File: src/rtl/y86_pkg.sv
// Shared Y86-64 encodings and the execute pipeline register layout.
// Imported by the decode/read stage and its forwarding selector.
package y86_pkg;

    localparam logic [3:0] INOP    = 4'h1;
    localparam logic [3:0] IRRMOVQ = 4'h2;
    localparam logic [3:0] IIRMOVQ = 4'h3;
    localparam logic [3:0] IRMMOVQ = 4'h4;
    localparam logic [3:0] IMRMOVQ = 4'h5;
    localparam logic [3:0] IOPQ    = 4'h6;
    localparam logic [3:0] IJXX    = 4'h7;
    localparam logic [3:0] ICALL   = 4'h8;
    localparam logic [3:0] IRET    = 4'h9;
    localparam logic [3:0] IPUSHQ  = 4'hA;
    localparam logic [3:0] IPOPQ   = 4'hB;

    localparam logic [3:0] RNONE   = 4'hF;
    localparam logic [3:0] RRSP    = 4'h4;

    typedef struct packed {
        logic        valid;
        logic [3:0]  icode;
        logic [3:0]  ifun;
        logic [3:0]  srca;
        logic [3:0]  srcb;
        logic [3:0]  dste;
        logic [3:0]  dstm;
        logic [63:0] valc;
        logic [63:0] vala;
        logic [63:0] valb;
    } ereg_t;

    localparam ereg_t E_BUBBLE = '{
        valid: 1'b0,
        icode: INOP,
        ifun:  4'h0,
        srca:  RNONE,
        srcb:  RNONE,
        dste:  RNONE,
        dstm:  RNONE,
        valc:  64'h0,
        vala:  64'h0,
        valb:  64'h0
    };

endpackage

File: src/rtl/fwd_sel.sv
// Operand forward selector: picks the youngest in-flight producer of src, else the register file value.
// Latency: combinational.
// Backpressure: none; pure function of its inputs.
module fwd_sel
    import y86_pkg::*;
(
    input  logic [3:0]  src,
    input  logic [63:0] rf_val,
    input  logic [3:0]  e_dste,
    input  logic [63:0] e_vale,
    input  logic [3:0]  m_dstm,
    input  logic [63:0] m_valm,
    input  logic [3:0]  m_dste,
    input  logic [63:0] m_vale,
    input  logic [3:0]  w_dstm,
    input  logic [63:0] w_valm,
    input  logic [3:0]  w_dste,
    input  logic [63:0] w_vale,
    output logic [63:0] val
);

    // RNONE never forwards, even when a stage's dst is also RNONE.
    always_comb begin
        val = rf_val;
        if (src != RNONE) begin
            if (src == e_dste)
                val = e_vale;
            else if (src == m_dstm)
                val = m_valm;
            else if (src == m_dste)
                val = m_vale;
            else if (src == w_dstm)
                val = w_valm;
            else if (src == w_dste)
                val = w_vale;
        end
    end

endmodule

File: src/rtl/decode_read.sv
// Decode/register-read stage: derives src/dst ids, reads and forwards operands into the E register.
// Latency: one cycle from accept to E.
// Backpressure: in_ready drops on a load-use hazard; a bubble is issued and D is held upstream.
module decode_read
    import y86_pkg::*;
(
    input  logic        clk,
    input  logic        rst_n,
    input  logic        in_valid,
    output logic        in_ready,
    input  logic [3:0]  D_icode,
    input  logic [3:0]  D_ifun,
    input  logic [3:0]  D_rA,
    input  logic [3:0]  D_rB,
    input  logic [63:0] D_valC,
    input  logic [63:0] D_valP,
    input  logic [63:0] R0,
    input  logic [63:0] R1,
    input  logic [63:0] R2,
    input  logic [63:0] R3,
    input  logic [63:0] R4,
    input  logic [63:0] R5,
    input  logic [63:0] R6,
    input  logic [63:0] R7,
    input  logic [63:0] R8,
    input  logic [63:0] R9,
    input  logic [63:0] R10,
    input  logic [63:0] R11,
    input  logic [63:0] R12,
    input  logic [63:0] R13,
    input  logic [63:0] R14,
    input  logic [3:0]  e_dstE,
    input  logic [63:0] e_valE,
    input  logic [3:0]  M_dstM,
    input  logic [3:0]  M_dstE,
    input  logic [63:0] m_valM,
    input  logic [63:0] M_valE,
    input  logic [3:0]  W_dstM,
    input  logic [3:0]  W_dstE,
    input  logic [63:0] W_valM,
    input  logic [63:0] W_valE,
    input  logic        flush,
    output logic        E_valid,
    output logic [3:0]  E_icode,
    output logic [3:0]  E_ifun,
    output logic [3:0]  E_srcA,
    output logic [3:0]  E_srcB,
    output logic [3:0]  E_dstE,
    output logic [3:0]  E_dstM,
    output logic [63:0] E_valC,
    output logic [63:0] E_valA,
    output logic [63:0] E_valB,
    output logic        load_use
);

    logic [63:0] rf [16];
    logic [3:0]  src_a, src_b, dst_e, dst_m;
    logic [63:0] fwd_a, fwd_b, val_a;
    logic        accept;
    ereg_t       e_q, e_d;

    // Slot 15 is RNONE and reads as zero.
    assign rf[0]  = R0;
    assign rf[1]  = R1;
    assign rf[2]  = R2;
    assign rf[3]  = R3;
    assign rf[4]  = R4;
    assign rf[5]  = R5;
    assign rf[6]  = R6;
    assign rf[7]  = R7;
    assign rf[8]  = R8;
    assign rf[9]  = R9;
    assign rf[10] = R10;
    assign rf[11] = R11;
    assign rf[12] = R12;
    assign rf[13] = R13;
    assign rf[14] = R14;
    assign rf[15] = 64'h0;

    // cmov is treated as rrmovq here; the condition nullifies dstE in execute.
    always_comb begin
        src_a = RNONE;
        src_b = RNONE;
        dst_e = RNONE;
        dst_m = RNONE;
        case (D_icode)
            IRRMOVQ: begin src_a = D_rA; dst_e = D_rB; end
            IIRMOVQ: begin dst_e = D_rB; end
            IRMMOVQ: begin src_a = D_rA; src_b = D_rB; end
            IMRMOVQ: begin src_b = D_rB; dst_m = D_rA; end
            IOPQ:    begin src_a = D_rA; src_b = D_rB; dst_e = D_rB; end
            ICALL:   begin src_b = RRSP; dst_e = RRSP; end
            IRET:    begin src_a = RRSP; src_b = RRSP; dst_e = RRSP; end
            IPUSHQ:  begin src_a = D_rA; src_b = RRSP; dst_e = RRSP; end
            IPOPQ:   begin src_a = RRSP; src_b = RRSP; dst_e = RRSP; dst_m = D_rA; end
            default: ;
        endcase
    end

    fwd_sel u_fwd_a (
        .src    (src_a),
        .rf_val (rf[src_a]),
        .e_dste (e_dstE),
        .e_vale (e_valE),
        .m_dstm (M_dstM),
        .m_valm (m_valM),
        .m_dste (M_dstE),
        .m_vale (M_valE),
        .w_dstm (W_dstM),
        .w_valm (W_valM),
        .w_dste (W_dstE),
        .w_vale (W_valE),
        .val    (fwd_a)
    );

    fwd_sel u_fwd_b (
        .src    (src_b),
        .rf_val (rf[src_b]),
        .e_dste (e_dstE),
        .e_vale (e_valE),
        .m_dstm (M_dstM),
        .m_valm (m_valM),
        .m_dste (M_dstE),
        .m_vale (M_valE),
        .w_dstm (W_dstM),
        .w_valm (W_valM),
        .w_dste (W_dstE),
        .w_vale (W_valE),
        .val    (fwd_b)
    );

    assign val_a = (D_icode == IJXX || D_icode == ICALL) ? D_valP : fwd_a;

    // A load in E cannot forward its memory result in time; stall D one cycle.
    assign load_use = e_q.valid
                   && (e_q.icode == IMRMOVQ || e_q.icode == IPOPQ)
                   && (e_q.dstm != RNONE)
                   && (e_q.dstm == src_a || e_q.dstm == src_b);

    assign in_ready = ~load_use;
    assign accept   = in_valid & in_ready;

    always_comb begin
        e_d = E_BUBBLE;
        if (accept && !flush) begin
            e_d.valid = 1'b1;
            e_d.icode = D_icode;
            e_d.ifun  = D_ifun;
            e_d.srca  = src_a;
            e_d.srcb  = src_b;
            e_d.dste  = dst_e;
            e_d.dstm  = dst_m;
            e_d.valc  = D_valC;
            e_d.vala  = val_a;
            e_d.valb  = fwd_b;
        end
    end

    always_ff @(posedge clk or negedge rst_n) begin
        if (!rst_n)
            e_q <= E_BUBBLE;
        else
            e_q <= e_d;
    end

    assign E_valid = e_q.valid;
    assign E_icode = e_q.icode;
    assign E_ifun  = e_q.ifun;
    assign E_srcA  = e_q.srca;
    assign E_srcB  = e_q.srcb;
    assign E_dstE  = e_q.dste;
    assign E_dstM  = e_q.dstm;
    assign E_valC  = e_q.valc;
    assign E_valA  = e_q.vala;
    assign E_valB  = e_q.valb;

endmodule

File: config.mk
export PLATFORM = sky130hd
export DESIGN_NAME = decode_read
export DESIGN_NICKNAME = d
export VERILOG_FILES = /design/src/rtl/y86_pkg.sv /design/src/rtl/fwd_sel.sv /design/src/rtl/decode_read.sv
export SDC_FILE = /design/constraint.sdc
export NUM_CORES = 2
export LEC_CHECK = 0
export CAP_MARGIN = 20
export CORE_AREA = 2 2 655 657
export DETAILED_ROUTE_END_ITERATION = 12
export DIE_AREA = 0 0 657 659
export GPL_TIMING_DRIVEN = 1
export PLACE_DENSITY_LB_ADDON = 0.25
export SYNTH_ARGS = -nofsm -noshare
export SYNTH_HDL_FRONTEND = slang
export SYNTH_SLANG_ARGS = --single-unit
File: constraint.sdc
create_clock -name clk -period 3.4 [get_ports clk]
set_input_delay 0.85 -clock clk [delete_from_list [all_inputs] [get_ports clk]]
set_output_delay 0.85 -clock clk [all_outputs]
set_load 0.05 [all_outputs]
Yosys cells after proc, flatten, opt, wreduce, memory -nomap -nowiden. Index checks and enable logic that the tools add are counted.

Output and inout bits: 219. Register bits after elaboration: 217. Input bits: 1448. Word-level logic and storage cells: 81.

Magnitude comparators: 2. Reduce and logical (&&, ||, !) cells: 14. Equal/unequal tests: 27. Bitwise logic cells: 4. Mux-type cells: 24.

Operators by type and width (count): 2-to-1 mux 64 bit (17); binary-select mux 64 bit (select 4 bit) (2); 2-to-1 mux 217 bit (1); equality test 4 bit (12); one-hot mux 4 bit (2 select lines) (3); equality test 4 x 3 -> 1 bit (second input constant) (5); equality test 4 bit (second input constant) (5); != test 4 bit (second input constant) (3); >= comparator 5 bit (second input constant) (2); NOT 4 -> 5 bit (2); equality test 4 x 2 -> 1 bit (second input constant) (2); OR reduction 4 bit (2); OR reduction 3 bit (2); logical AND 1 bit (4); 2-to-1 mux 4 bit (1); OR reduction 2 bit (2); logical OR 1 bit (3); bitwise AND 1 bit (1); zero test 1 bit (1); NOT 1 bit (1).

Longest topological paths before layout.
Depth in word-level cells: 15. Mapped depth: 15. Depth with buffers taken out: 9.

Cells and area by module. From an unflattened synthesis, not the netlist that was laid out.

Cells, all modules: 4329. Area, all modules: 31945.6 sq um.

By module, submodules not included: decode_read (seq. area each 5451.5 sq um, cells an instance 3103, instances 1, area each 23522.6 sq um); fwd_sel (seq. area each 0.0 sq um, cells an instance 613, instances 2, area each 4211.5 sq um).

Worst setup path after synthesis. No wires, ideal clock.

Path kind: input-to-output. From: input D_icode[3]. To: output load_use. Stages on the path: 10. Arrival time: 2.996 ns. Path slack: -0.446 ns. Path through: buf_2 > and2_1 > buf_2 > o31ai_4 > buf_4 > buf_2 > buf_2 > o2111ai_1 > and2_1 > inv_1.

Longest elaborated chain between the ends: 6.

Ends and longest elaborated chain: from (decl) (RTL line decode_read.sv:11) `input logic [3:0] D_icode,`; equality test 4 bit, or another cell as far along (RTL line decode_read.sv:86) `case (D_icode)`; OR reduction 4 bit (no source line), or another cell as far along; one-hot mux 4 bit (2 select lines) (RTL line decode_read.sv:86); equality test 4 bit (RTL line decode_read.sv:138) `&& (e_q.dstm == src_a || e_q.dstm == src_b);`; logical OR 1 bit * (RTL line decode_read.sv:138); logical AND 1 bit * (RTL line decode_read.sv:138); to (decl) (RTL line decode_read.sv:53) `output logic load_use`.

Mark *: on every way between the ends. The rest lies on a longest branch, timed or not.

Worst setup path after layout.
From: input D_icode[3]. To: output in_ready.

Longest elaborated chain between the ends: 7.

Ends and longest elaborated chain: equality test 4 bit, or another cell as far along (RTL line decode_read.sv:86); OR reduction 4 bit (no source line), or another cell as far along; one-hot mux 4 bit (2 select lines) (RTL line decode_read.sv:86); equality test 4 bit (RTL line decode_read.sv:138); logical OR 1 bit * (RTL line decode_read.sv:138); logical AND 1 bit * (RTL line decode_read.sv:138); NOT 1 bit * (RTL line decode_read.sv:140) `assign in_ready = ~load_use;`; to (decl) (RTL line decode_read.sv:10) `output logic in_ready,`.

Marks and branches as above.

==> metrics.md <==
| Metric | Value |
|---|---|
| Area contributors post-synth | `dfrtp_1 17%, a221oi_1 9.8%, nand2_1 8.8%` |
| Netlist cell types | `85` |
| Critical Path Sink | `in_ready` |
| Crit end category | `output port` |
| Int Pwr | `10300 uW` |
| Net Sw Power | `8570 uW` |
| Top-area cell type share of the netlist area | `0.171` |
| P&R area growth vs syn | `128%` |
| DR iter-0 viols | `5673` |
| Combinational power share | `0.584` |
| TritonCTS Buffers | `41` |
| Worst-case reg-to-reg path depth | `12` |
| Routed Wire Length | `538 mm` |
| Critical path required time | `2.55 ns` |
| Post-synthesis area per instance | `7.03 sq um` |
| RSZ-0062 raised after global routing | `yes` |
| Number of flops mapped to enable cells by yosys | `0` |
| Initial core utilization | `0.0686` |
| CTS Hold Bufs | `0` |
| Maxcap violations | `0` |
| Violated checks | `setup timing` |
| Hold Path Class | `in -> async` |
| Post-route design area | `66600 sq um` |
| Die extent in y | `659 microns` |
| Period minus WS final | `3.50 ns` |
| VDD IR max | `0.385 mV` |
| Die X | `657 microns` |
| CP arrival | `2.65 ns` |
| CTS clk-pin slew, worst paths | `0.07 ns` |
| Crit path max-delay cell type | `o31ai_4` |
| Asr flop ratio synth | `1.00` |
| CP dominant cell by count | `buf_12` |
| Final Power | `18800 uW` |
| Synth Cell Area | `29200 sq um` |
| Final RePlAce weighted congestion | `0.978` |
| Max Fclk | `286 MHz` |
| Most frequent cells after synthesis | `689 x nand2_1, 410 x a21oi_1, 343 x clkbuf_1, 327 x a221oi_1, 266 x o21ai_0` |
| PwrDens | `283 nW/um^2` |
| Total number of vias | `53300` |
| Crit path cell chain | `buf_8 > buf_12 > nor2b_4 > buf_12 > buf_12 > o21ai_4 > buf_6 > o31ai_4 > o2111ai_2 > and2_4 > buf_6 > buf_12` |
| Worst r2r dst | `E_valB[39]` |
| Global-route wire length before repair | `656 mm` |
| Final setup violating endpoints | `16` |
| Post-layout nets | `7979` |
| Die ar. | `433000 sq um` |
| Crit start category | `input pin` |
| Worst r2r src | `E_dstM[3]` |
| H-tree levels | `2` |
| Core area | `426000 sq um` |
| Fraction of layout cells with a size suffix above 1 | `0.244` |
| Clock latency on the worst-skew pair | `0.73 ns` |
| Met2 Use GR | `0.413` |
| Max stage delay on crit path | `0.28 ns` |
| Ys Warns | `0` |
| Antenna viol nets, final | `0` |
| Seq pwr share | `0.152` |
| Sequential fraction of the synthesis area | `0.187` |
| Max FO, Critical Path | `6` |
| Most frequent cell after synthesis | `nand2_1` |
| GRT Max-Usage Layer | `met2` |
| Longest Clk Path Bufs | `3` |
| CTS Sinks | `217` |
| Number of port buffers | `1666` |
| Final Hold Vio Count | `0` |
| #FFs+latches synth | `217` |
| Worst Setup SP | `D_icode[3]` |
| Lkg Pwr | `0.0240 uW` |
| Core Rows | `240` |
| Initial antenna violation count | `377` |
| Total global-route track usage | `0.237` |
| Skew final | `0.0546 ns` |
| Kind of critical path | `in -> out` |
| Final worst slack | `-0.0995 ns` |
| Vias/cell | `4.31` |
| Final worst-path cycle share | `1.03` |
| Met1 usage | `0.253` |
| Fill count | `48500` |
| Max_slew headroom | `0.295` |
| Drt drc | `0` |
| Switch share | `0.455` |
| Status | `finished with violations` |
| Net Count, Synth | `5604` |
| Initial DRT Pass Iterations | `7` |
| TNS Setup | `-0.762 ns` |
| CTS tree | `done` |
| Area leader, netlist | `dfrtp_1` |
| Worst-Margin Slew | `1.06 ns` |
| Total grt overflow | `0` |
| DP Wirelength | `467 mm` |
| IO Pins | `1667` |
| Global routing usage on met3 | `0.0726` |
| Max Transition Viols Final | `0` |
| Post-DP Area | `62900 sq um` |
| Routed len/inst | `43.4 microns` |
| Clk root buf | `clkbuf_16` |
| Vias in the first global route | `52200` |
| Syn Inst Count | `4156` |
| Primary flip-flop cell chosen by synthesis mapping | `dfrtp_1` |
| Reg2Reg Setup Slack | `0.17 ns` |
| Largest net degree at the start of global routing | `59` |
| Clock network fraction of design power | `0.263` |
-- cell usage in the layout (no fill, tap or decap), types with 59 or more instances in the layout --
cell,instances
buf_4,868
nor3_1,127
a32oi_1,65
a31oi_1,118
a221o_1,73
a221oi_1,308
o31ai_1,59
clkdlybuf4s50_1,1637
dfrtp_1,200
mux2i_1,60
nand3_1,125
o221ai_1,82
a211oi_1,84
nor2_1,117
nand2_1,680
buf_12,282
a21oi_1,394
diode_2,132
and2_1,89
o21ai_0,260
-- worst max-delay path: cells and delay by family --
family | cells | cell delay, ns
compound gates | 3 | 0.48
buf+inv | 7 | 0.89
simple gates | 2 | 0.38
-- per-stage QoR --
step	worst slack [ns]	hold slack, ns	cells	util
2_1_floorplan	0.00000400	0.554	4156	-
5_1_grt	-0.144	0.112	12300	0.156
6_report	-0.0995	0.112	12400	0.156
3_3_place_gp	-1.94	0.900	12100	0.148
3_5_place_dp	-1.93	0.901	12100	0.148
4_1_cts	-0.0888	0.0753	12200	0.154
-- area by class of cell --
type	count	area [sq um]	share of cell area
diodes	132	330	0.00496
clock buffers	53	1120	0.0168
clock inverters	22	365	0.00549
inverters	18	76.3	0.00115
multi-input cells	3414	22800	0.343
flip-flops and latches	217	5450	0.0819
well taps	5687	7120	0.107
repair buffers	2839	29300	0.440
-- registers in the layout (all words and copies together) (netlist names) --
| signal | flops |
|---|---|
| E_dstE | 4 |
| E_dstM | 4 |
| E_icode | 4 |
| E_ifun | 4 |
| E_srcA | 4 |
| E_srcB | 4 |
| E_valA | 64 |
| E_valB | 64 |
| E_valC | 64 |
| E_valid | 1 |
-- power groups by stage --
stage / Combinational, uW / Clock (uW) / Sequential (uW)
after global routing: 11300 / 5220 / 2870
after floorplan: 2740 / 0 / 3340
after global placement: 10700 / 0 / 2920
after CTS: 10900 / 5180 / 2870
final: 11000 / 4960 / 2860
after detailed placement: 10600 / 0 / 2910
-- repair_timing --
action | 4_1_cts | 5_1_grt
gates resized for setup | 142 | 63
pin swaps | 31 | 26
gates cloned | 5 | 2
buffers inserted | 68 | 30
setup endpoints to repair | 219 | 54
-- worst min-delay path by stage --
stage	start	end	slack [ns]	depth (start not counted)
after floorplan	rst_n	E_icode[1]	0.55	0
after CTS	rst_n	E_valA[10]	0.08	1
after detailed placement	rst_n	E_valA[10]	0.90	1
final	rst_n	E_valC[19]	0.11	1
after global routing	rst_n	E_valC[19]	0.11	1
after global placement	rst_n	E_valA[10]	0.90	1
-- per-layer routing --
| layer | up-vias | wire length, microns |
|---|---|---|
| met4 | 166 | 37200 |
| met1 | 26700 | 192000 |
| met3 | 1112 | 47300 |
| met5 | - | 1080 |
| met2 | 3820 | 261000 |
| li1 | 21500 | - |
-- cells by family (layout without fill, tap and decap cells) --
family          Yosys count  after routing  share of synthesized area
compound gates         1978           1978                      0.489
mux                     109            109                     0.0392
other cells               0            132                          0
xor+xnor                  7              7                    0.00210
flops                   217            217                      0.187
simple gates           1320           1320                      0.206
buf+inv                 525           2932                     0.0768
Power figures use the tool's default switching activity.
